--- config.mk ---
export PLATFORM = sky130hd
export DESIGN_NAME = rsp_collector_flat
export DESIGN_NICKNAME = d
export VERILOG_FILES = /design/src/rtl/rsp_collector_if.sv /design/src/rtl/rsp_collector.sv /design/src/flat_wrapper.sv
export SDC_FILE = /design/constraint.sdc
export NUM_CORES = 1
export LEC_CHECK = 0
export BUFFER_PORTS_ARGS = -buffer_cell sky130_fd_sc_hd__clkbuf_2
export CORE_MARGIN = 5
export CORE_UTILIZATION = 56
export DETAILED_ROUTE_END_ITERATION = 7
export PLACE_DENSITY = 0.82
export SYNTH_ARGS = -nofsm -noshare
export SYNTH_HDL_FRONTEND = slang
export SYNTH_SLANG_ARGS = --single-unit
--- constraint.sdc ---
create_clock -name clk -period 10.3 [get_ports clk]
set_input_delay 1.545 -clock clk [delete_from_list [all_inputs] [get_ports clk]]
set_output_delay 1.545 -clock clk [all_outputs]
set_load 0.005 [all_outputs]
--- src/rtl/rsp_collector_if.sv ---
// Response-collector bus: dispatcher and engine response inputs, rsp FIFO write ports and feedback.
// Every *_write_en / *_valid qualifies its fields for that one cycle only; there is no ready, and
// backpressure travels only through the almost_full flags.
`ifndef REQ_ID_WIDTH
`define REQ_ID_WIDTH 8
`endif
`ifndef ALL_PAGE_IDX_WIDTH
`define ALL_PAGE_IDX_WIDTH 8
`endif
`ifndef FAIL_REASON_WIDTH
`define FAIL_REASON_WIDTH 2
`endif

interface rsp_collector_if;
    logic                           dsp_alloc_rsp_write_en;
    logic [`REQ_ID_WIDTH-1:0]       dsp_alloc_rsp_id;
    logic [`ALL_PAGE_IDX_WIDTH-1:0] dsp_alloc_rsp_page_idx;
    logic                           dsp_alloc_rsp_fail;
    logic [`FAIL_REASON_WIDTH-1:0]  dsp_alloc_rsp_fail_reason;
    logic                           dsp_free_rsp_write_en;
    logic [`REQ_ID_WIDTH-1:0]       dsp_free_rsp_id;
    logic                           dsp_free_rsp_fail;
    logic [`FAIL_REASON_WIDTH-1:0]  dsp_free_rsp_fail_reason;
    logic                           fdt_alloc_valid;
    logic [`REQ_ID_WIDTH-1:0]       fdt_alloc_id;
    logic [`ALL_PAGE_IDX_WIDTH-1:0] fdt_alloc_page_idx;
    logic                           fdt_alloc_fail;
    logic [`FAIL_REASON_WIDTH-1:0]  fdt_alloc_fail_reason;
    logic                           or_tree_free_valid;
    logic [`REQ_ID_WIDTH-1:0]       or_tree_free_id;
    logic                           or_tree_free_fail;
    logic [`FAIL_REASON_WIDTH-1:0]  or_tree_free_fail_reason;
    logic                           alloc_rsp_write_en;
    logic [`REQ_ID_WIDTH-1:0]       alloc_rsp_id;
    logic [`ALL_PAGE_IDX_WIDTH-1:0] alloc_rsp_page_idx;
    logic                           alloc_rsp_fail;
    logic [`FAIL_REASON_WIDTH-1:0]  alloc_rsp_fail_reason;
    logic                           alloc_rsp_fifo_almost_full;
    logic                           free_rsp_write_en;
    logic [`REQ_ID_WIDTH-1:0]       free_rsp_id;
    logic                           free_rsp_fail;
    logic [`FAIL_REASON_WIDTH-1:0]  free_rsp_fail_reason;
    logic                           free_rsp_fifo_almost_full;
    logic                           alloc_rsp_fifo_almost_full_dsp_out;
    logic                           free_rsp_fifo_almost_full_dsp_out;
    logic                           rsp_overflow;

    modport slave (
        input  dsp_alloc_rsp_write_en, dsp_alloc_rsp_id, dsp_alloc_rsp_page_idx,
               dsp_alloc_rsp_fail, dsp_alloc_rsp_fail_reason,
               dsp_free_rsp_write_en, dsp_free_rsp_id, dsp_free_rsp_fail, dsp_free_rsp_fail_reason,
               fdt_alloc_valid, fdt_alloc_id, fdt_alloc_page_idx, fdt_alloc_fail, fdt_alloc_fail_reason,
               or_tree_free_valid, or_tree_free_id, or_tree_free_fail, or_tree_free_fail_reason,
               alloc_rsp_fifo_almost_full, free_rsp_fifo_almost_full,
        output alloc_rsp_write_en, alloc_rsp_id, alloc_rsp_page_idx, alloc_rsp_fail, alloc_rsp_fail_reason,
               free_rsp_write_en, free_rsp_id, free_rsp_fail, free_rsp_fail_reason,
               alloc_rsp_fifo_almost_full_dsp_out, free_rsp_fifo_almost_full_dsp_out, rsp_overflow
    );

    modport master (
        output dsp_alloc_rsp_write_en, dsp_alloc_rsp_id, dsp_alloc_rsp_page_idx,
               dsp_alloc_rsp_fail, dsp_alloc_rsp_fail_reason,
               dsp_free_rsp_write_en, dsp_free_rsp_id, dsp_free_rsp_fail, dsp_free_rsp_fail_reason,
               fdt_alloc_valid, fdt_alloc_id, fdt_alloc_page_idx, fdt_alloc_fail, fdt_alloc_fail_reason,
               or_tree_free_valid, or_tree_free_id, or_tree_free_fail, or_tree_free_fail_reason,
               alloc_rsp_fifo_almost_full, free_rsp_fifo_almost_full,
        input  alloc_rsp_write_en, alloc_rsp_id, alloc_rsp_page_idx, alloc_rsp_fail, alloc_rsp_fail_reason,
               free_rsp_write_en, free_rsp_id, free_rsp_fail, free_rsp_fail_reason,
               alloc_rsp_fifo_almost_full_dsp_out, free_rsp_fifo_almost_full_dsp_out, rsp_overflow
    );
endinterface

--- src/rtl/rsp_collector.sv ---
// MMU response collector: merges engine and dispatcher responses into the alloc/free rsp FIFOs.
// Optional RSP_COLLECTOR_STATS_EN adds 16-bit ok/fail counters per channel.
`ifndef REQ_ID_WIDTH
`define REQ_ID_WIDTH 8
`endif
`ifndef ALL_PAGE_IDX_WIDTH
`define ALL_PAGE_IDX_WIDTH 8
`endif
`ifndef FAIL_REASON_WIDTH
`define FAIL_REASON_WIDTH 2
`endif

module rsp_collector_chan #(
    parameter int Q_PTR_WIDTH = 2,
    parameter int AF_MARGIN   = 2,
    parameter int EW          = 8
) (
    input  logic          clk,
    input  logic          rst_n,
    input  logic          eng_v,
    input  logic [EW-1:0] eng_e,
    input  logic          dsp_v,
    input  logic [EW-1:0] dsp_e,
    input  logic          fifo_af,
    output logic          we,
    output logic [EW-1:0] oe,
    output logic          af_dsp,
    output logic          drop
);
    localparam int Q_DEPTH = 1 << Q_PTR_WIDTH;
    localparam int CW      = Q_PTR_WIDTH + 1;
    localparam logic [Q_PTR_WIDTH-1:0] PTR_ONE  = Q_PTR_WIDTH'(1);
    localparam logic [CW-1:0]          DEPTH_C  = CW'(Q_DEPTH);
    localparam logic [CW-1:0]          AF_LEVEL = CW'(Q_DEPTH - AF_MARGIN);

    logic [EW-1:0]          mem [Q_DEPTH];
    logic [Q_PTR_WIDTH-1:0] wr_ptr, rd_ptr, dsp_slot;
    logic [CW-1:0]          cnt, space, n_acc;
    logic                   pop, acc_eng, acc_dsp;

    // Engine entry wins a single free slot; the dispatcher entry is the one sacrificed.
    always_comb begin
        pop      = (cnt != '0) && !fifo_af;
        space    = DEPTH_C - cnt + CW'(pop);
        acc_eng  = eng_v && (space != '0);
        acc_dsp  = dsp_v && (space > CW'(acc_eng));
        n_acc    = CW'(acc_eng) + CW'(acc_dsp);
        dsp_slot = acc_eng ? wr_ptr + PTR_ONE : wr_ptr;
        drop     = (eng_v && !acc_eng) || (dsp_v && !acc_dsp);
    end

    always_ff @(posedge clk) begin
        if (!rst_n) begin
            wr_ptr <= '0;
            rd_ptr <= '0;
            cnt    <= '0;
            we     <= 1'b0;
            oe     <= '0;
            af_dsp <= 1'b0;
        end else begin
            if (acc_eng) mem[wr_ptr] <= eng_e;
            if (acc_dsp) mem[dsp_slot] <= dsp_e;
            wr_ptr <= wr_ptr + n_acc[Q_PTR_WIDTH-1:0];
            if (pop) begin
                rd_ptr <= rd_ptr + PTR_ONE;
                oe     <= mem[rd_ptr];
            end
            we     <= pop;
            cnt    <= cnt + n_acc - CW'(pop);
            af_dsp <= fifo_af || (cnt >= AF_LEVEL);
        end
    end
endmodule

module rsp_collector #(
    parameter int Q_PTR_WIDTH = 2,
    parameter int AF_MARGIN   = 2
) (
    input  logic             clk,
    input  logic             rst_n,
    rsp_collector_if.slave   bus
`ifdef RSP_COLLECTOR_STATS_EN
    ,
    output logic [15:0]      stat_alloc_ok,
    output logic [15:0]      stat_alloc_fail,
    output logic [15:0]      stat_free_ok,
    output logic [15:0]      stat_free_fail
`endif
);
    localparam int IW   = `REQ_ID_WIDTH;
    localparam int PW   = `ALL_PAGE_IDX_WIDTH;
    localparam int RW   = `FAIL_REASON_WIDTH;
    localparam int A_EW = IW + PW + 1 + RW;
    localparam int F_EW = IW + 1 + RW;

    logic            alloc_we, free_we, alloc_drop, free_drop, overflow;
    logic [A_EW-1:0] alloc_oe;
    logic [F_EW-1:0] free_oe;

    rsp_collector_chan #(.Q_PTR_WIDTH(Q_PTR_WIDTH), .AF_MARGIN(AF_MARGIN), .EW(A_EW)) u_alloc (
        .clk     (clk),
        .rst_n   (rst_n),
        .eng_v   (bus.fdt_alloc_valid),
        .eng_e   ({bus.fdt_alloc_id, bus.fdt_alloc_page_idx, bus.fdt_alloc_fail, bus.fdt_alloc_fail_reason}),
        .dsp_v   (bus.dsp_alloc_rsp_write_en),
        .dsp_e   ({bus.dsp_alloc_rsp_id, bus.dsp_alloc_rsp_page_idx, bus.dsp_alloc_rsp_fail,
                   bus.dsp_alloc_rsp_fail_reason}),
        .fifo_af (bus.alloc_rsp_fifo_almost_full),
        .we      (alloc_we),
        .oe      (alloc_oe),
        .af_dsp  (bus.alloc_rsp_fifo_almost_full_dsp_out),
        .drop    (alloc_drop)
    );

    rsp_collector_chan #(.Q_PTR_WIDTH(Q_PTR_WIDTH), .AF_MARGIN(AF_MARGIN), .EW(F_EW)) u_free (
        .clk     (clk),
        .rst_n   (rst_n),
        .eng_v   (bus.or_tree_free_valid),
        .eng_e   ({bus.or_tree_free_id, bus.or_tree_free_fail, bus.or_tree_free_fail_reason}),
        .dsp_v   (bus.dsp_free_rsp_write_en),
        .dsp_e   ({bus.dsp_free_rsp_id, bus.dsp_free_rsp_fail, bus.dsp_free_rsp_fail_reason}),
        .fifo_af (bus.free_rsp_fifo_almost_full),
        .we      (free_we),
        .oe      (free_oe),
        .af_dsp  (bus.free_rsp_fifo_almost_full_dsp_out),
        .drop    (free_drop)
    );

    assign bus.alloc_rsp_write_en = alloc_we;
    assign {bus.alloc_rsp_id, bus.alloc_rsp_page_idx, bus.alloc_rsp_fail, bus.alloc_rsp_fail_reason} = alloc_oe;
    assign bus.free_rsp_write_en  = free_we;
    assign {bus.free_rsp_id, bus.free_rsp_fail, bus.free_rsp_fail_reason} = free_oe;
    assign bus.rsp_overflow       = overflow;

    always_ff @(posedge clk) begin
        if (!rst_n)                       overflow <= 1'b0;
        else if (alloc_drop || free_drop) overflow <= 1'b1;
    end

`ifdef RSP_COLLECTOR_STATS_EN
    // Counted off the registered write port so the stats match what the FIFOs actually received.
    always_ff @(posedge clk) begin
        if (!rst_n) begin
            stat_alloc_ok   <= '0;
            stat_alloc_fail <= '0;
            stat_free_ok    <= '0;
            stat_free_fail  <= '0;
        end else begin
            if (alloc_we &&  alloc_oe[RW]) stat_alloc_fail <= stat_alloc_fail + 16'd1;
            if (alloc_we && !alloc_oe[RW]) stat_alloc_ok   <= stat_alloc_ok + 16'd1;
            if (free_we  &&  free_oe[RW])  stat_free_fail  <= stat_free_fail + 16'd1;
            if (free_we  && !free_oe[RW])  stat_free_ok    <= stat_free_ok + 16'd1;
        end
    end
`endif
endmodule

--- src/flat_wrapper.sv ---
// flat-port wrapper written by rule: the top's interface ports become plain ports
module rsp_collector_flat 
#(
    parameter int Q_PTR_WIDTH = 2,
    parameter int AF_MARGIN   = 2
)
  (clk, rst_n, bus_dsp_alloc_rsp_write_en, bus_dsp_alloc_rsp_id, bus_dsp_alloc_rsp_page_idx, bus_dsp_alloc_rsp_fail, bus_dsp_alloc_rsp_fail_reason, bus_dsp_free_rsp_write_en, bus_dsp_free_rsp_id, bus_dsp_free_rsp_fail, bus_dsp_free_rsp_fail_reason, bus_fdt_alloc_valid, bus_fdt_alloc_id, bus_fdt_alloc_page_idx, bus_fdt_alloc_fail, bus_fdt_alloc_fail_reason, bus_or_tree_free_valid, bus_or_tree_free_id, bus_or_tree_free_fail, bus_or_tree_free_fail_reason, bus_alloc_rsp_fifo_almost_full, bus_free_rsp_fifo_almost_full, bus_alloc_rsp_write_en, bus_alloc_rsp_id, bus_alloc_rsp_page_idx, bus_alloc_rsp_fail, bus_alloc_rsp_fail_reason, bus_free_rsp_write_en, bus_free_rsp_id, bus_free_rsp_fail, bus_free_rsp_fail_reason, bus_alloc_rsp_fifo_almost_full_dsp_out, bus_free_rsp_fifo_almost_full_dsp_out, bus_rsp_overflow);
  rsp_collector_if bus_i ();
  input  logic clk;
  input  logic rst_n;
  input wire logic [$bits(bus_i.dsp_alloc_rsp_write_en)-1:0] bus_dsp_alloc_rsp_write_en;
  input wire logic [$bits(bus_i.dsp_alloc_rsp_id)-1:0] bus_dsp_alloc_rsp_id;
  input wire logic [$bits(bus_i.dsp_alloc_rsp_page_idx)-1:0] bus_dsp_alloc_rsp_page_idx;
  input wire logic [$bits(bus_i.dsp_alloc_rsp_fail)-1:0] bus_dsp_alloc_rsp_fail;
  input wire logic [$bits(bus_i.dsp_alloc_rsp_fail_reason)-1:0] bus_dsp_alloc_rsp_fail_reason;
  input wire logic [$bits(bus_i.dsp_free_rsp_write_en)-1:0] bus_dsp_free_rsp_write_en;
  input wire logic [$bits(bus_i.dsp_free_rsp_id)-1:0] bus_dsp_free_rsp_id;
  input wire logic [$bits(bus_i.dsp_free_rsp_fail)-1:0] bus_dsp_free_rsp_fail;
  input wire logic [$bits(bus_i.dsp_free_rsp_fail_reason)-1:0] bus_dsp_free_rsp_fail_reason;
  input wire logic [$bits(bus_i.fdt_alloc_valid)-1:0] bus_fdt_alloc_valid;
  input wire logic [$bits(bus_i.fdt_alloc_id)-1:0] bus_fdt_alloc_id;
  input wire logic [$bits(bus_i.fdt_alloc_page_idx)-1:0] bus_fdt_alloc_page_idx;
  input wire logic [$bits(bus_i.fdt_alloc_fail)-1:0] bus_fdt_alloc_fail;
  input wire logic [$bits(bus_i.fdt_alloc_fail_reason)-1:0] bus_fdt_alloc_fail_reason;
  input wire logic [$bits(bus_i.or_tree_free_valid)-1:0] bus_or_tree_free_valid;
  input wire logic [$bits(bus_i.or_tree_free_id)-1:0] bus_or_tree_free_id;
  input wire logic [$bits(bus_i.or_tree_free_fail)-1:0] bus_or_tree_free_fail;
  input wire logic [$bits(bus_i.or_tree_free_fail_reason)-1:0] bus_or_tree_free_fail_reason;
  input wire logic [$bits(bus_i.alloc_rsp_fifo_almost_full)-1:0] bus_alloc_rsp_fifo_almost_full;
  input wire logic [$bits(bus_i.free_rsp_fifo_almost_full)-1:0] bus_free_rsp_fifo_almost_full;
  output wire logic [$bits(bus_i.alloc_rsp_write_en)-1:0] bus_alloc_rsp_write_en;
  output wire logic [$bits(bus_i.alloc_rsp_id)-1:0] bus_alloc_rsp_id;
  output wire logic [$bits(bus_i.alloc_rsp_page_idx)-1:0] bus_alloc_rsp_page_idx;
  output wire logic [$bits(bus_i.alloc_rsp_fail)-1:0] bus_alloc_rsp_fail;
  output wire logic [$bits(bus_i.alloc_rsp_fail_reason)-1:0] bus_alloc_rsp_fail_reason;
  output wire logic [$bits(bus_i.free_rsp_write_en)-1:0] bus_free_rsp_write_en;
  output wire logic [$bits(bus_i.free_rsp_id)-1:0] bus_free_rsp_id;
  output wire logic [$bits(bus_i.free_rsp_fail)-1:0] bus_free_rsp_fail;
  output wire logic [$bits(bus_i.free_rsp_fail_reason)-1:0] bus_free_rsp_fail_reason;
  output wire logic [$bits(bus_i.alloc_rsp_fifo_almost_full_dsp_out)-1:0] bus_alloc_rsp_fifo_almost_full_dsp_out;
  output wire logic [$bits(bus_i.free_rsp_fifo_almost_full_dsp_out)-1:0] bus_free_rsp_fifo_almost_full_dsp_out;
  output wire logic [$bits(bus_i.rsp_overflow)-1:0] bus_rsp_overflow;
  assign bus_i.dsp_alloc_rsp_write_en = bus_dsp_alloc_rsp_write_en;
  assign bus_i.dsp_alloc_rsp_id = bus_dsp_alloc_rsp_id;
  assign bus_i.dsp_alloc_rsp_page_idx = bus_dsp_alloc_rsp_page_idx;
  assign bus_i.dsp_alloc_rsp_fail = bus_dsp_alloc_rsp_fail;
  assign bus_i.dsp_alloc_rsp_fail_reason = bus_dsp_alloc_rsp_fail_reason;
  assign bus_i.dsp_free_rsp_write_en = bus_dsp_free_rsp_write_en;
  assign bus_i.dsp_free_rsp_id = bus_dsp_free_rsp_id;
  assign bus_i.dsp_free_rsp_fail = bus_dsp_free_rsp_fail;
  assign bus_i.dsp_free_rsp_fail_reason = bus_dsp_free_rsp_fail_reason;
  assign bus_i.fdt_alloc_valid = bus_fdt_alloc_valid;
  assign bus_i.fdt_alloc_id = bus_fdt_alloc_id;
  assign bus_i.fdt_alloc_page_idx = bus_fdt_alloc_page_idx;
  assign bus_i.fdt_alloc_fail = bus_fdt_alloc_fail;
  assign bus_i.fdt_alloc_fail_reason = bus_fdt_alloc_fail_reason;
  assign bus_i.or_tree_free_valid = bus_or_tree_free_valid;
  assign bus_i.or_tree_free_id = bus_or_tree_free_id;
  assign bus_i.or_tree_free_fail = bus_or_tree_free_fail;
  assign bus_i.or_tree_free_fail_reason = bus_or_tree_free_fail_reason;
  assign bus_i.alloc_rsp_fifo_almost_full = bus_alloc_rsp_fifo_almost_full;
  assign bus_i.free_rsp_fifo_almost_full = bus_free_rsp_fifo_almost_full;
  assign bus_alloc_rsp_write_en = bus_i.alloc_rsp_write_en;
  assign bus_alloc_rsp_id = bus_i.alloc_rsp_id;
  assign bus_alloc_rsp_page_idx = bus_i.alloc_rsp_page_idx;
  assign bus_alloc_rsp_fail = bus_i.alloc_rsp_fail;
  assign bus_alloc_rsp_fail_reason = bus_i.alloc_rsp_fail_reason;
  assign bus_free_rsp_write_en = bus_i.free_rsp_write_en;
  assign bus_free_rsp_id = bus_i.free_rsp_id;
  assign bus_free_rsp_fail = bus_i.free_rsp_fail;
  assign bus_free_rsp_fail_reason = bus_i.free_rsp_fail_reason;
  assign bus_alloc_rsp_fifo_almost_full_dsp_out = bus_i.alloc_rsp_fifo_almost_full_dsp_out;
  assign bus_free_rsp_fifo_almost_full_dsp_out = bus_i.free_rsp_fifo_almost_full_dsp_out;
  assign bus_rsp_overflow = bus_i.rsp_overflow;
  rsp_collector #(.Q_PTR_WIDTH(Q_PTR_WIDTH), .AF_MARGIN(AF_MARGIN)) u_core (.clk(clk), .rst_n(rst_n), .bus(bus_i));
endmodule
==> results of run 1 <==
[through the flow]
stage          utilization [%]  power (mW)
3_5_place_dp             60.72       1.858
6_report                 64.69       2.475
5_1_grt                  64.69       2.617
2_1_floorplan                -       1.632
3_3_place_gp             60.72       1.818
4_1_cts                  64.69       2.489
[layer usage]
layer,part of all wire [%],vias up
met5,0,-
met1,42,2583
li1,-,2433
met4,1.0,0
met3,6.0,18
met2,51,190
[area by class of cell]
type / count / area, um^2 / share of cell area (%)
repair buffers: 110 / 570.5 / 5.867
inverters: 21 / 78.83 / 0.8106
clock buffers: 24 / 545.5 / 5.610
flip-flops and latches: 169 / 4584 / 47.14
clock inverters: 8 / 50.05 / 0.5147
multi-input cells: 367 / 3660 / 37.64
well taps: 188 / 235.2 / 2.419
[logic make-up after synthesis]
kind of cell	synth area share [%]
XOR/XNOR	1.737
flip-flops	53.95
adder cells (fa/ha/maj)	3.710
AO/OA/AOI/OAI	6.950
AND/OR/NAND/NOR	5.845
buffers and inverters	3.121
multiplexers	24.69
[final timing paths]
check,startpoint,endpoint,slack (ps),cells after the start
worst max register to register,u_core.u_free.cnt[2],u_core.u_free.mem[2][0],5270,14
worst min register to register,u_core.u_free.oe[0],u_core.u_free.oe[0],460,2
worst max-delay path,bus_free_rsp_fifo_almost_full,u_core.u_free.mem[2][0],4640,14
worst min-delay path,u_core.u_free.oe[0],u_core.u_free.oe[0],460,2
[report_power, final]
group / total (mW) / switching [mW] / internal, mW / leakage (nW)
Combinational: 0.833 / 0.445 / 0.388 / 1.81
Sequential: 1.01 / 0.0892 / 0.920 / 1.50
Clock: 0.633 / 0.261 / 0.372 / 0.303
Total: 2.47 / 0.795 / 1.68 / 3.61
[critical path, stage by stage]
cell and delay (ps):
sky130_fd_sc_hd__clkbuf_2 110, sky130_fd_sc_hd__nor2_1 50, sky130_fd_sc_hd__buf_4 180, sky130_fd_sc_hd__inv_1 410, sky130_fd_sc_hd__ha_1 250, sky130_fd_sc_hd__inv_1 50, sky130_fd_sc_hd__ha_1 340, sky130_fd_sc_hd__nor2b_1 120
sky130_fd_sc_hd__a21boi_1 460, sky130_fd_sc_hd__ha_1 330, sky130_fd_sc_hd__nor2_1 170, sky130_fd_sc_hd__o311ai_2 150, sky130_fd_sc_hd__a21oi_1 1110, sky130_fd_sc_hd__a31o_2 460
[sequential cells by signal, summed over array words and instances (netlist names)]
register                 cells
u_core.u_alloc.rd_ptr        2
u_core.u_alloc.cnt           3
u_core.u_alloc.we            1
u_core.u_alloc.af_dsp        1
u_core.bus.rsp_overflow      1
u_core.u_free.wr_ptr         2
u_core.u_free.cnt            3
u_core.u_alloc.oe           19
u_core.u_free.af_dsp         1
u_core.u_free.mem           44
u_core.u_alloc.wr_ptr        2
u_core.u_free.oe            11
u_core.u_alloc.mem          76
u_core.u_free.we             1
u_core.u_free.rd_ptr         2
[Yosys cell counts (9+ instances only)]
cell type | count | area [um^2]
sky130_fd_sc_hd__inv_1 | 20 | 75.07
sky130_fd_sc_hd__mux2_2 | 82 | 923.4
sky130_fd_sc_hd__mux2_1 | 19 | 214.0
sky130_fd_sc_hd__buf_2 | 10 | 50.05
sky130_fd_sc_hd__xnor2_1 | 9 | 78.83
sky130_fd_sc_hd__mux4_2 | 30 | 675.7
sky130_fd_sc_hd__ha_1 | 22 | 275.3
sky130_fd_sc_hd__nand2_1 | 63 | 236.5
sky130_fd_sc_hd__mux2_4 | 19 | 285.3
sky130_fd_sc_hd__a21boi_0 | 31 | 232.7
sky130_fd_sc_hd__clkbuf_1 | 17 | 63.81
sky130_fd_sc_hd__and2_1 | 14 | 87.58
sky130_fd_sc_hd__dfxtp_1 | 49 | 980.9
sky130_fd_sc_hd__edfxtp_1 | 120 | 3603
==> flow_summary.yaml, run 1 <==
min_path:
  worst_min_delay_path_class: "reg -> reg"
flow_run:
  cap_violations: 0
timing:
  rsz0062_at_grt: "false"
  hold_violations: 0
  layout_worst_path_cycle_share_pct: 54.94
  max_freq_mhz: 176.7
  postLayoutSetupSlackWorst_ps: 4642
  finalSetupViolCount: 0
  timing_worst_slew_pin_value_ps: 1391
  setup-tns-final_ps: 0
  pins_over_their_slew_limit: 0
  hold_ws_ps: 462.4
  maxSlewHeadroom_pct: 7.279
  skew_ps: 16.08
  layout_min_cycle_time_ps: 5658
die:
  core_area_mm2: 0.01503
  die_area_mm2: 0.01774
  die_h_um: 133.2
  ioPinCount: 103
  num_rows: 45
  die_width_um: 133.2
  initial_utilization_pct: 56.53
setup_path:
  setup.worst_path.end_class: "flop"
  timing_worst_setup_path_type: "in -> reg"
  worst_ep_arrival_time_ps: 5750
  crit_fanout: 15
  worst_ep_required_time_ps: 10390
  start_kind: "input pin"
grt:
  grtUsageTotal_pct: 20.91
  global_route.overflow_total: 0
  grtUsageMet1_pct: 27.15
  first_global_vias: 5408
  grt_max_degree: 60
  busiest_layer: "met2"
  grt_first_pass_wirelength_um: 28900
  grt.met3_usage_pct: 4.796
  antenna_found_initial: 0
  global_route.usage.met2_pct: 35.47
drt:
  ant_nets: 0
  dr_total_vias: 5224
  drc_errors: 0
  route.detailed.wl_per_inst_um: 20.26
  drtPass1Iterations: 5
  post_drt_via_cell_ratio: 5.890
  total_wirelength_of_the_detailed_routed_design_um: 17970
  detail_route.iter0.violations: 392
clock_network:
  tritoncts: "built"
  max-clock-path-buffers: 2
  htreeDepth: 4
  total_cts_buffers: 17
  cts_hold_buffers: 0
  clock_sinks: 169
  cts_resized: 0
  clkSlewWorstSetupHoldPaths_ps: 60
  clock-root-buffer: "sky130_fd_sc_hd__clkbuf_16"
  post_cts_buffers: 0
  worst_skew_pair.late_latency_ps: 430
finish:
  nFillCells: 1088
  number_of_non_filler_instances_in_the_completed_layout: 887
  post_route_standard_cell_area_excluding_fillers_mm2: 0.009724
  antennaDiodeCount: 0
  drive_gt1_share_pct: 41.63
  num-nets-final: 778
  layout_common_cells: "sky130_fd_sc_hd__edfxtp_1 (120), sky130_fd_sc_hd__clkbuf_2 (102), sky130_fd_sc_hd__mux2_2 (82)"
  layout_commonest_cell: "sky130_fd_sc_hd__edfxtp_1"
  area_growth_pct: 14.43
synth:
  netlist_area_mm2: 0.008498
  ys_seq_area_share_pct: 53.95
  synth_warnings: 0
  post_synth.cell_area_avg_um2: 14.31
  synth_flop_cell: "sky130_fd_sc_hd__edfxtp_1"
  synth_enable_flop_cells: 120
  async_flop_share_pct: 0
  synthesis.nets: 686
  synth_cell_type_count: 51
  synth_register_bits: 169
  synthesis.instances: 594
placement:
  dpl_cell_area_mm2: 0.009129
  port-buffer-count: 102
  detailedPlacementHpwl_um: 11820
  gp_congestion: 0.8246
  total_instance_count_after_detailed_placement: 855
  dp_worst_setup_slack_ps: 4161
run_status:
  run_status: "complete, no violations"
power:
  power_density_mw_per_mm2: 254.5
  ir_drop_v: 0.0001398
  p_leak_nw: 3.610
(Power assumes the default switching activity.)
==> run 2, diff against run 1 <==
CORE_UTILIZATION = 53   (was 56)
clock period = 4.8 ns   (was 10.3 ns; I/O delays follow)
==> run 2 against run 1 <==
Global-route usage about the same. Worst setup slack worse by 4000 ps. Combinational power grew 120%. Count of clock-buffer cells in the layout fell by 6. Register-to-register slack lost 4600 ps. Utilization shrank 2.2 points. First-iteration DRC count shrank 21%. Die area is 5.2% higher. Sequential share of layout area down 0.80 points. Sequential cell count did not move. Worst hold slack better by 1.7 ps. Sequential power rose by 110%.
==> flow_summary.yaml, run 2 (same netlist as run 1, synthesis figures left out) <==
run_status:
  run_status: "complete, no violations"
power:
  fin_total_pwr_mw: 5.521
  power_density_mw_per_mm2: 558.1
  power.share.sequential_pct: 39.2
  p_leak_nw: 3.669
  power_switching_share_pct: 32.15
  intPower_mw: 3.746
  share_clk_of_total_power_pct: 27.3
  ir_drop_v: 0.0003302
  power_switching_mw: 1.775
  logic_pwr_share_pct: 33.6
setup_path:
  timing.critical_path.mode_cell: "sky130_fd_sc_hd__ha_1"
  setup.worst_path.end_class: "flop"
  critPathBufInv: 3
  worst_ep_required_time_ps: 5120
  start_kind: "flop"
  timing_worst_setup_path_type: "reg -> reg"
  critical_path.top_delay_family: "adder cells"
  worst_ep_arrival_time_ps: 4450
  cp_cell_sequence: "nor3_1, or2_2, ha_1, inv_1, ha_1, nand2b_1, o21a_1, ha_1, nor2_1, o31a_1, ha_1, inv_1, ha_1, inv_1, ha_1, fa_1, xnor2_1, xnor2_1, and2_1"
  worst-r2r-setup-slack_ps: 670
  slowest_stage: "sky130_fd_sc_hd__dfxtp_1"
  timing.critical_path.slowest_cell_delay_ps: 420
  crit_fanout: 6
placement:
  port-buffer-count: 102
  gp_congestion: 0.7960
  detailedPlacementHpwl_um: 12230
  dpl_cell_area_mm2: 0.009244
min_path:
  worst_min_delay_path_class: "reg -> reg"
die:
  die_h_um: 136.6
  die_width_um: 136.6
  ioPinCount: 103
  num_rows: 46
  die_area_mm2: 0.01867
  initial_utilization_pct: 53.69
  core_area_mm2: 0.01583
finish:
  antennaDiodeCount: 0
  layout_commonest_cell: "sky130_fd_sc_hd__edfxtp_1"
  post_route_standard_cell_area_excluding_fillers_mm2: 0.009893
  num-nets-final: 787
  postLayoutCoreUtil_pct: 62.51
  area_growth_pct: 16.42
  largestRegisters: "u_core.u_alloc.mem (76), u_core.u_free.mem (44), u_core.u_alloc.oe (19)"
  top_register: "u_core.u_alloc.mem"
  layout_common_cells: "sky130_fd_sc_hd__edfxtp_1 (120), sky130_fd_sc_hd__clkbuf_2 (102), sky130_fd_sc_hd__mux2_2 (82)"
  largest_register_ff_count: 76
  drive_gt1_share_pct: 42.51
grt:
  antenna_found_initial: 0
  grt_max_degree: 37
  global_route.overflow_total: 0
  grt_first_pass_wirelength_um: 29610
  first_global_vias: 5664
  grtUsageTotal_pct: 20.91
timing:
  skew_ps: 7.930
  finalSetupViolCount: 0
  hold_violations: 0
  maxSlewHeadroom_pct: 25.45
  max_freq_mhz: 242.4
  layout_min_cycle_time_ps: 4126
  layout_worst_path_cycle_share_pct: 85.95
  setup-tns-final_ps: 0
  pins_over_their_slew_limit: 0
  timing_worst_slew_pin_value_ps: 1118
  rsz0062_at_grt: "false"
  hold_ws_ps: 464.1
clock_network:
  clkSlewWorstSetupHoldPaths_ps: 60
  total_cts_buffers: 17
  htreeDepth: 4
  post_cts_buffers: 0
  worst_skew_pair.late_latency_ps: 430
  cts_hold_buffers: 0
  clock-root-buffer: "sky130_fd_sc_hd__clkbuf_16"
  cts_resized: 0
  max-clock-path-buffers: 2
  tritoncts: "built"
  clock_sinks: 169
drt:
  dr_total_vias: 5264
  detail_route.iter0.violations: 309
  route.detailed.wl_per_inst_um: 20.03
  drc_errors: 0
  drtPass1Iterations: 4
  post_drt_via_cell_ratio: 5.697
  ant_nets: 0
  total_wirelength_of_the_detailed_routed_design_um: 18510
flow_run:
  cap_violations: 0
==> run 2: changes by cell type in the layout (fill, tap and decap cells not counted), moves of 3 or more <==
cell                        delta
sky130_fd_sc_hd__clkbuf_16     -3
sky130_fd_sc_hd__buf_4         +8
sky130_fd_sc_hd__bufinv_16     +4
sky130_fd_sc_hd__clkinv_2      -4
sky130_fd_sc_hd__clkinv_4      +3
==> run 2: worst paths after layout <==
kind                                       startpoint               endpoint  depth (start not counted)
worst max register to register  u_core.u_alloc.cnt[2]  u_core.u_alloc.cnt[2]                         19
worst max-delay path            u_core.u_alloc.cnt[2]  u_core.u_alloc.cnt[2]                         19
worst min-delay path             u_core.u_alloc.oe[3]   u_core.u_alloc.oe[3]                          2
worst min register to register   u_core.u_alloc.oe[3]   u_core.u_alloc.oe[3]                          2
==> run 2: through the flow <==
| stage | setup WS [ps] | cells |
|---|---|---|
| 6_report | 674.4 | 924 |
| 3_5_place_dp | 356.3 | 892 |
| 4_1_cts | 686.2 | 924 |
| 2_1_floorplan | 187.5 | 594 |
| 3_3_place_gp | 469.3 | 892 |
| 5_1_grt | 470.4 | 924 |
==> run 2: per-layer routing <==
layer / track usage, % / part of all wire [%]
met1: 23.34 / 38
met2: 38.80 / 54
met3: 5.294 / 5.9
met4: 6.775 / 1.8
met5: 0 / 0
==> run 2: power groups by stage <==
stage	combinational (mW)	sequential, mW	clock (mW)
2_1_floorplan	1.39	2.11	0
3_3_place_gp	1.78	2.17	0
3_5_place_dp	1.86	2.20	0
4_1_cts	1.87	2.17	1.52
5_1_grt	2.04	2.20	1.59
6_report	1.85	2.16	1.50
==> run 2: cell type report <==
type | instances | area [um^2]
Sequential cell | 169 | 4584
Inverter | 21 | 78.83
Clock inverter | 14 | 210.2
Multi-Input combinational cell | 367 | 3660
Fill cell | 1178 | 5934
Timing Repair Buffer | 119 | 650.6
Clock buffer | 18 | 439.2
Tap cell | 216 | 270.3
==> run 2: tightest hold or removal path, cell delays in order, from the launching register on <==
cell and delay, ps:
sky130_fd_sc_hd__dfxtp_1 310, sky130_fd_sc_hd__nand2_1 40, sky130_fd_sc_hd__a21boi_0 60
==> run 3, diff against run 2 <==
ABC_CLOCK_PERIOD_IN_PS = 4800   (was not set)
CELL_PAD_IN_SITES_DETAIL_PLACEMENT = 1   (was not set)
CELL_PAD_IN_SITES_GLOBAL_PLACEMENT = 1   (was not set)
CORE_UTILIZATION = 44   (was 53)
==> run 3 against run 2 <==
Final area fell by 0.16%. Die area up 19%. Count of clock-buffer cells in the layout up 1. Clock power shrank 11%. First-iteration DRC count fell by 7.1%. Highest routed layer unchanged.
==> flow_summary.yaml, run 3 (same netlist as run 1, synthesis figures left out) <==
clock_network:
  worst_skew_pair.late_latency_ps: 430
  max-clock-path-buffers: 2
  cts_resized: 0
  post_cts_buffers: 0
  total_cts_buffers: 17
  clkSlewWorstSetupHoldPaths_ps: 70
  htreeDepth: 4
  tritoncts: "built"
  clock-root-buffer: "sky130_fd_sc_hd__clkbuf_16"
  cts_hold_buffers: 0
  clock_sinks: 169
grt:
  grt_first_pass_wirelength_um: 33330
  antenna_found_initial: 0
  grt_max_degree: 33
  grtUsageTotal_pct: 19.51
  first_global_vias: 6079
  global_route.overflow_total: 0
setup_path:
  ff2ff_path_depth: 19
  r2r_start: "u_core.u_alloc.cnt[2]"
  worst_ep_required_time_ps: 5110
  crit_fanout: 4
  regToRegEndpoint: "u_core.u_alloc.cnt[2]"
  start_kind: "flop"
  timing.critical_path.mode_cell: "sky130_fd_sc_hd__ha_1"
  worst_ep_arrival_time_ps: 4420
  setup.worst_path.end_class: "flop"
  timing.critical_path.slowest_cell_delay_ps: 450
  cp_cell_sequence: "nor3_1, or2_2, ha_1, inv_1, ha_1, nand2b_1, o21a_1, ha_1, nor2_1, o31a_1, ha_1, inv_1, ha_1, inv_1, ha_1, fa_1, xnor2_1, xnor2_1, and2_1"
  slowest_stage: "sky130_fd_sc_hd__dfxtp_1"
  worst-r2r-setup-slack_ps: 690
  timing_worst_setup_path_type: "reg -> reg"
placement:
  gp_congestion: 0.7963
  port-buffer-count: 102
  detailedPlacementHpwl_um: 14220
  total_instance_count_after_detailed_placement: 937
timing:
  maxSlewHeadroom_pct: 15.76
  max_freq_mhz: 243.5
  layout_min_cycle_time_ps: 4107
  setup-tns-final_ps: 0
  layout_worst_path_cycle_share_pct: 85.56
  timing_worst_slew_pin_value_ps: 1263
  rsz0062_at_grt: "false"
  hold_violations: 0
  pins_over_their_slew_limit: 0
  finalSetupViolCount: 0
  hold_ws_ps: 461.8
  skew_ps: 9.891
drt:
  post_drt_via_cell_ratio: 5.473
  route.detailed.wl_per_inst_um: 21.47
  drc_errors: 0
  ant_nets: 0
  detail_route.iter0.violations: 287
  dr_total_vias: 5309
  drtPass1Iterations: 5
  total_wirelength_of_the_detailed_routed_design_um: 20820
power:
  power_switching_mw: 1.839
  ir_drop_v: 0.0002495
  power.share.sequential_pct: 40.2
  p_leak_nw: 3.635
  logic_pwr_share_pct: 35.0
  intPower_mw: 3.582
  power_switching_share_pct: 33.92
  power_density_mw_per_mm2: 548.9
  share_clk_of_total_power_pct: 24.8
run_status:
  run_status: "complete, no violations"
min_path:
  min_path_cells: 2
  min_to: "u_core.u_free.oe[8]"
  worst_min_delay_path_class: "reg -> reg"
  hold_path.startpoint: "u_core.u_free.oe[8]"
finish:
  drive_gt1_share_pct: 42.31
  num-nets-final: 788
  nFillCells: 1882
  largest_register_ff_count: 76
  number_of_non_filler_instances_in_the_completed_layout: 970
  layout_common_cells: "sky130_fd_sc_hd__edfxtp_1 (120), sky130_fd_sc_hd__clkbuf_2 (102), sky130_fd_sc_hd__mux2_2 (82)"
  layout_commonest_cell: "sky130_fd_sc_hd__edfxtp_1"
  area_growth_pct: 16.22
  top_register: "u_core.u_alloc.mem"
  largestRegisters: "u_core.u_alloc.mem (76), u_core.u_free.mem (44), u_core.u_alloc.oe (19)"
die:
  die_width_um: 149.0
  die_h_um: 149.0
  ioPinCount: 103
  initial_utilization_pct: 45.13
  core_area_mm2: 0.01883
  die_area_mm2: 0.02219
  num_rows: 50
flow_run:
  cap_violations: 0
[run 3: power by group through the flow]
stage               Clock (mW)  Combinational, mW  Sequential [mW]
finish                    1.34               1.90             2.18
global route              1.43               2.10             2.22
CTS                       1.36               1.93             2.18
floorplan                    0               1.39             2.11
detailed placement           0               1.91             2.21
global placement             0               1.81             2.17
[run 3: cell type report]
| class | instances | area (um^2) | area share, % |
|---|---|---|---|
| clock buffers | 19 | 432.9 | 4.383 |
| flip-flops and latches | 169 | 4584 | 46.42 |
| multi-input cells | 367 | 3660 | 37.05 |
| diodes | 1 | 2.502 | 0.02534 |
| inverters | 21 | 78.83 | 0.7981 |
| clock inverters | 13 | 135.1 | 1.368 |
| well taps | 260 | 325.3 | 3.294 |
| repair buffers | 120 | 658.1 | 6.663 |
[run 3: metal layers]
metal	vias to the layer above	GRT usage [%]	wire length, um
met4	0	5.309	209
li1	2465	-	-
met1	2706	23.70	8502
met3	14	4.163	1028
met2	124	35.10	11080
met5	-	0	0
[run 3: worst max-delay path by stage]
stage / from / end / slack, ps / cells past startpoint
floorplan: bus_alloc_rsp_fifo_almost_full / u_core.u_alloc.cnt[2] / 190 / 21
global placement: bus_alloc_rsp_fifo_almost_full / u_core.u_alloc.cnt[2] / 540 / 19
detailed placement: bus_alloc_rsp_fifo_almost_full / u_core.u_alloc.cnt[2] / 370 / 19
CTS: u_core.u_alloc.cnt[2] / u_core.u_alloc.cnt[2] / 670 / 19
global route: u_core.u_alloc.cnt[2] / u_core.u_alloc.cnt[2] / 450 / 19
finish: u_core.u_alloc.cnt[2] / u_core.u_alloc.cnt[2] / 690 / 19
[run 3: critical path: cells and delay by family (launching register included)]
kind | cells | cell delay (ps)
XOR/XNOR | 2 | 270
flip-flops | 1 | 450
AND/OR/NAND/NOR | 5 | 810
adder cells (fa/ha/maj) | 7 | 1900
AO/OA/AOI/OAI | 2 | 420
buffers and inverters | 3 | 150
[run 3: through the flow]
stage	utilization, %	instance area [um^2]	power (mW)	worst slack, ps
after floorplan	-	8498	3.502	187.5
after global placement	49.42	9306	3.980	535.7
after detailed placement	49.42	9306	4.125	374.5
after CTS	52.44	9874	5.480	667.3
after global routing	52.44	9874	5.745	454.9
final	52.45	9877	5.422	693.0
